===== config.mk =====
export PLATFORM = sky130hd
export DESIGN_NAME = path_stack
export DESIGN_NICKNAME = d
export VERILOG_FILES = /design/src/rtl/path_stack.sv
export SDC_FILE = /design/constraint.sdc
export NUM_CORES = 1
export LEC_CHECK = 0
export ABC_AREA = 1
export CORE_MARGIN = 8
export CORE_UTILIZATION = 40
export CTS_CLUSTER_SIZE = 24
export DETAILED_ROUTE_END_ITERATION = 7
export PLACE_DENSITY = 0.58
export SYNTH_ARGS = -nofsm -noshare
export SYNTH_HDL_FRONTEND = slang
export SYNTH_SLANG_ARGS = --single-unit

===== constraint.sdc =====
create_clock -name clk -period 3.1 [get_ports clk]
set_input_delay 0.62 -clock clk [delete_from_list [all_inputs] [get_ports clk]]
set_output_delay 0.62 -clock clk [all_outputs]
set_load 0.02 [all_outputs]

===== src/rtl/path_stack.sv =====
`default_nettype none
// +-------------------------------------------------------------------------+
// | path_stack: LIFO of 8-bit maze locations with a bottom-to-top replay.    |
// | Rev 1.0                                                                  |
// +-------------------------------------------------------------------------+
module path_stack #(
  parameter int DEPTH = 64,
  parameter int AW    = 6
) (
  input  logic          clk,
  input  logic          rst,
  input  logic          clr,
  input  logic          push,
  input  logic          pop,
  input  logic [7:0]    dataIn,
  input  logic          run,
  output logic [7:0]    top,
  output logic          empStck,
  output logic          full,
  output logic [AW:0]   count,
  output logic          replayValid,
  output logic [7:0]    replayLoc,
  output logic          replayDone,
  output logic          busy,
  output logic          ovf,
  output logic          udf
);

  localparam logic [1:0]    S_IDLE   = 2'd0;
  localparam logic [1:0]    S_REPLAY = 2'd1;
  localparam logic [1:0]    S_FINISH = 2'd2;
  localparam logic [AW:0]   c_depth  = (AW+1)'(DEPTH);
  localparam logic [AW:0]   c_one    = (AW+1)'(1);
  localparam logic [AW-1:0] c_ione   = AW'(1);

  logic [1:0]    state_q, state_d;
  logic [AW:0]   sp_q, sp_d;
  logic [AW-1:0] ri_q, ri_d;
  logic [AW:0]   rl_q, rl_d;
  logic          ovf_q, ovf_d;
  logic          udf_q, udf_d;
  logic [7:0]    mem_q [DEPTH];

  logic          we;
  logic [AW-1:0] wr_addr;
  logic          is_empty;
  logic          is_full;
  logic [AW-1:0] top_idx;
  logic          ri_last;

  assign is_empty = (sp_q == '0);
  assign is_full  = (sp_q == c_depth);
  // At sp==DEPTH the low bits wrap to 0, so the subtraction still lands on DEPTH-1.
  assign top_idx  = sp_q[AW-1:0] - c_ione;
  assign ri_last  = ({1'b0, ri_q} == (rl_q - c_one));

  always_ff @(posedge clk or posedge rst) begin
    if (rst) state_q <= S_IDLE;
    else     state_q <= state_d;
  end

  always_comb begin
    state_d = state_q;
    if (clr) begin
      state_d = S_IDLE;
    end else begin
      case (state_q)
        S_IDLE:   if (run) state_d = is_empty ? S_FINISH : S_REPLAY;
        S_REPLAY: if (ri_last) state_d = S_FINISH;
        S_FINISH: state_d = S_IDLE;
        default:  state_d = S_IDLE;
      endcase
    end
  end

  always_comb begin
    replayValid = (state_q == S_REPLAY);
    busy        = (state_q == S_REPLAY);
    replayDone  = (state_q == S_FINISH);
    replayLoc   = replayValid ? mem_q[ri_q] : 8'h00;
  end

  // Stack operations are only honoured in IDLE; a replay freezes sp and flags.
  always_comb begin
    sp_d    = sp_q;
    ovf_d   = ovf_q;
    udf_d   = udf_q;
    ri_d    = ri_q;
    rl_d    = rl_q;
    we      = 1'b0;
    wr_addr = sp_q[AW-1:0];
    if (clr) begin
      sp_d  = '0;
      ovf_d = 1'b0;
      udf_d = 1'b0;
      ri_d  = '0;
    end else if (state_q == S_IDLE) begin
      if (push && pop && !is_empty) begin
        we      = 1'b1;
        wr_addr = top_idx;
      end else if (push) begin
        if (is_full) begin
          ovf_d = 1'b1;
        end else begin
          we   = 1'b1;
          sp_d = sp_q + c_one;
        end
      end else if (pop) begin
        if (is_empty) udf_d = 1'b1;
        else          sp_d  = sp_q - c_one;
      end
      if (run) begin
        ri_d = '0;
        rl_d = sp_q;
      end
    end else if (state_q == S_REPLAY) begin
      ri_d = ri_q + c_ione;
    end
  end

  always_ff @(posedge clk or posedge rst) begin
    if (rst) begin
      sp_q  <= '0;
      ri_q  <= '0;
      rl_q  <= '0;
      ovf_q <= 1'b0;
      udf_q <= 1'b0;
    end else begin
      sp_q  <= sp_d;
      ri_q  <= ri_d;
      rl_q  <= rl_d;
      ovf_q <= ovf_d;
      udf_q <= udf_d;
    end
  end

  always_ff @(posedge clk) begin
    if (we && !rst) mem_q[wr_addr] <= dataIn;
  end

  assign top     = is_empty ? 8'h00 : mem_q[top_idx];
  assign empStck = is_empty;
  assign full    = is_full;
  assign count   = sp_q;
  assign ovf     = ovf_q;
  assign udf     = udf_q;

endmodule
`default_nettype wire


==> out/metrics.yaml <==
synthArstFlopShare: 0.0448
die_x_um: 282
synth_edf_count: 512
io_pins: 44
ys_warn_count: 0
fillers: 6252
critical_path_class: "flop to output pin"
postPlaceCellArea_mm2: 0.0325
status: "complete, but fails checks"
clkPwrFrac: 0.186
cts_root_buf: "clkbuf_16"
power_density_mw_per_mm2: 1010
fin_skew_ns: 0.0110
finalPower_w: 0.0382
sw_frac_of_total: 0.444
whs_ns: 0.391
syn_avg_cell_area_um2: 8.50
drv_slew: 0
p_leak_nw: 15.3
dr_wl_met2_mm: 49.0
syn_area_mm2: 0.0282
drt-vias-per-instance: 5.63
yosysSeqAreaShare: 0.566
layout.nets: 3627
antenna_found_initial: 1
p_int_w: 0.0212
vias: 25800
wirelength_mm: 108
die_area_mm2: 0.0793
post_synth_num_cell_types: 37
grtUsageTotal: 0.264
grt_pass1_vias: 24500
met3_length_mm: 11.8
place_hpwl_mm: 66.9
syn_inst: 3318
clock.fmax_mhz: 283
rrSetupSlack_ns: 0.09
dr.first_iter.drc_count: 3322
combPwrFrac: 0.598
numPortBuffers: 43
initial_core_util: 0.404
final_area_mm2: 0.0377
required_ns: 2.48
clockBufferDepth: 3
cts-htree-levels: 2
drive_above_1_share: 0.239
highest_layer: "met4"
ir_worst_vdd_v: 0.000808
synth_area_leaders: "edfxtp_1, nand2_1, nand3_1, nor2_1, inv_1"
cap_viol_max_count: 0
worstPathArrival_ns: 2.92
grt_pass1_wl_mm: 157
ant_nets: 0
hold_violations: 0
cts_num_sinks: 536
finalWeightedCongestion: 0.912
synthFlopType: "edfxtp_1"
cts_tree: "built"
cp-start-kind: "flop"
power_switching_w: 0.0170
wl_met1_mm: 43.3
synth_top_area_share: 0.545
grt_remaining_overflow: 0
tns_ns: -5.51
numCtsBuffers: 60
firstDrtPassIters: 6
diodes: 0
area_growth_pct: 33.5
holdCritPathClass: "input pin to async pin"
cp-end-kind: "output pin"
fin_crit_ns: 3.54
design.core.area_mm2: 0.0699
violations: "setup timing"
grt_max_degree: 65
pwr-share-seq: 0.217
setup_viol: 16
cts.clk_slew.worst_paths_ns: 0.06
synth-seq-cells: 536
synth_top_area_cell: "edfxtp_1"
hold_buffers: 0
drc: 0
fin_crit_sh: 1.14
tightest_slew_ns: 0.751
clk_latency_ns: 0.63
relSlewSlack: 0.499
die_y_um: 282
avgRoutedWirePerCell_um: 23.6
grt_setup_unrepaired: "yes"
path_max_fanout: 8
synth_nets: 3342
rows: 97
worst_slack_ns: -0.438
-- power groups by stage --
stage / registers, W / clock network, W / logic, W
floorplan: 0.00838 / 0 / 0.00950
global placement: 0.00840 / 0 / 0.0172
detailed placement: 0.00840 / 0 / 0.0171
CTS: 0.00826 / 0.00716 / 0.0212
global route: 0.00828 / 0.00743 / 0.0239
finish: 0.00827 / 0.00709 / 0.0228
-- cells in the mapped netlist, types with 5 or more instances --
master    number
nand2_1     1030
nand3_1      581
edfxtp_1     512
nor2_1       299
inv_1        214
o21ai_0      151
a21oi_1      112
clkbuf_1     100
buf_2         74
o211ai_1      40
buf_1         32
nor3_1        26
or2_2         26
dfrtp_1       24
nand2_2       15
ha_1           9
xnor2_1        9
nand3b_1       8
o21bai_1       8
xor2_1         8
clkinv_1       7
buf_4          5
-- cell usage in the layout, fill, tap and decap left out, types with 49 or more instances in the layout --
cell type,synthesis,layout
nand3_1,581,464
nor2_1,299,191
edfxtp_1,512,512
inv_1,214,209
a21oi_1,112,101
nor2_4,2,49
o21ai_0,151,130
nor2_2,4,65
buf_12,0,99
clkbuf_16,0,72
buf_4,5,208
nand2_1,1030,977
nand3_2,0,110
-- cells by family after synthesis --
family | count (synthesis) | share of synthesized area
simple gates | 1998 | 0.300
flops | 536 | 0.566
buf+inv | 436 | 0.0620
compound gates | 320 | 0.0616
xor+xnor | 18 | 0.00585
fa+ha+maj | 10 | 0.00470
-- state kept, by name (all words and copies together), names as in the netlist --
| signal | count |
|---|---|
| ovf | 1 |
| rl_q | 7 |
| mem_q | 512 |
| state_q | 2 |
| ri_q | 6 |
| udf | 1 |
| count | 7 |
-- what timing repair did --
action	4_1_cts	5_1_grt
setup endpoints to repair	18	282
pin swaps	105	103
gates resized for setup	424	160
buffers inserted	34	23
gates cloned	24	10
endpoints found under the hold margin	0	0
-- worst max-delay path, stage by stage, from the launching register on --
cell     delay [ns]
dfrtp_4        0.45
inv_8          0.05
ha_4           0.38
inv_8          0.08
buf_12         0.15
buf_16         0.15
buf_12         0.16
o21ai_2        0.13
nor2_1         0.06
nor2_2         0.15
nor2_1         0.07
nor2_1         0.11
buf_4          0.15
nor2_4         0.05
buf_6          0.13
-- final timing paths --
path,startpoint,endpoint,depth (start not counted)
max,count[0],top[2],14
min,rst,udf,3
min in group clk,dataIn[1],mem_q[52][1],1
min reg2reg,ovf,ovf,2
max reg2reg,count[0],mem_q[43][3],11
max in group asynchronous,rst,count[0],3
-- per-layer routing --
| layer | track usage | vias to the layer above |
|---|---|---|
| met2 | 0.419 | 1474 |
| met3 | 0.0501 | 261 |
| li1 | - | 11700 |
| met1 | 0.359 | 12400 |
| met4 | 0.0949 | 0 |
| met5 | 0 | - |
-- per-stage QoR --
stage          utilization  std cells  setup slack, ns
6_report             0.539       4590           -0.438
5_1_grt              0.539       4590           -0.495
4_1_cts              0.525       4564           -0.404
3_5_place_dp         0.465       4399           -0.399
3_3_place_gp         0.465       4399           -0.391
2_1_floorplan            -       3318         -0.00856
-- layout make-up --
cell class / count / area, um2 / share of cell area
inverters: 225 / 895 / 0.0238
flip-flops and latches: 536 / 16000 / 0.425
multi-input cells: 2346 / 12000 / 0.319
well taps: 940 / 1180 / 0.0312
repair buffers: 434 / 5680 / 0.151
clock inverters: 38 / 342 / 0.00907
clock buffers: 71 / 1590 / 0.0421
Note: power is estimated with default switching activity, not from simulation.
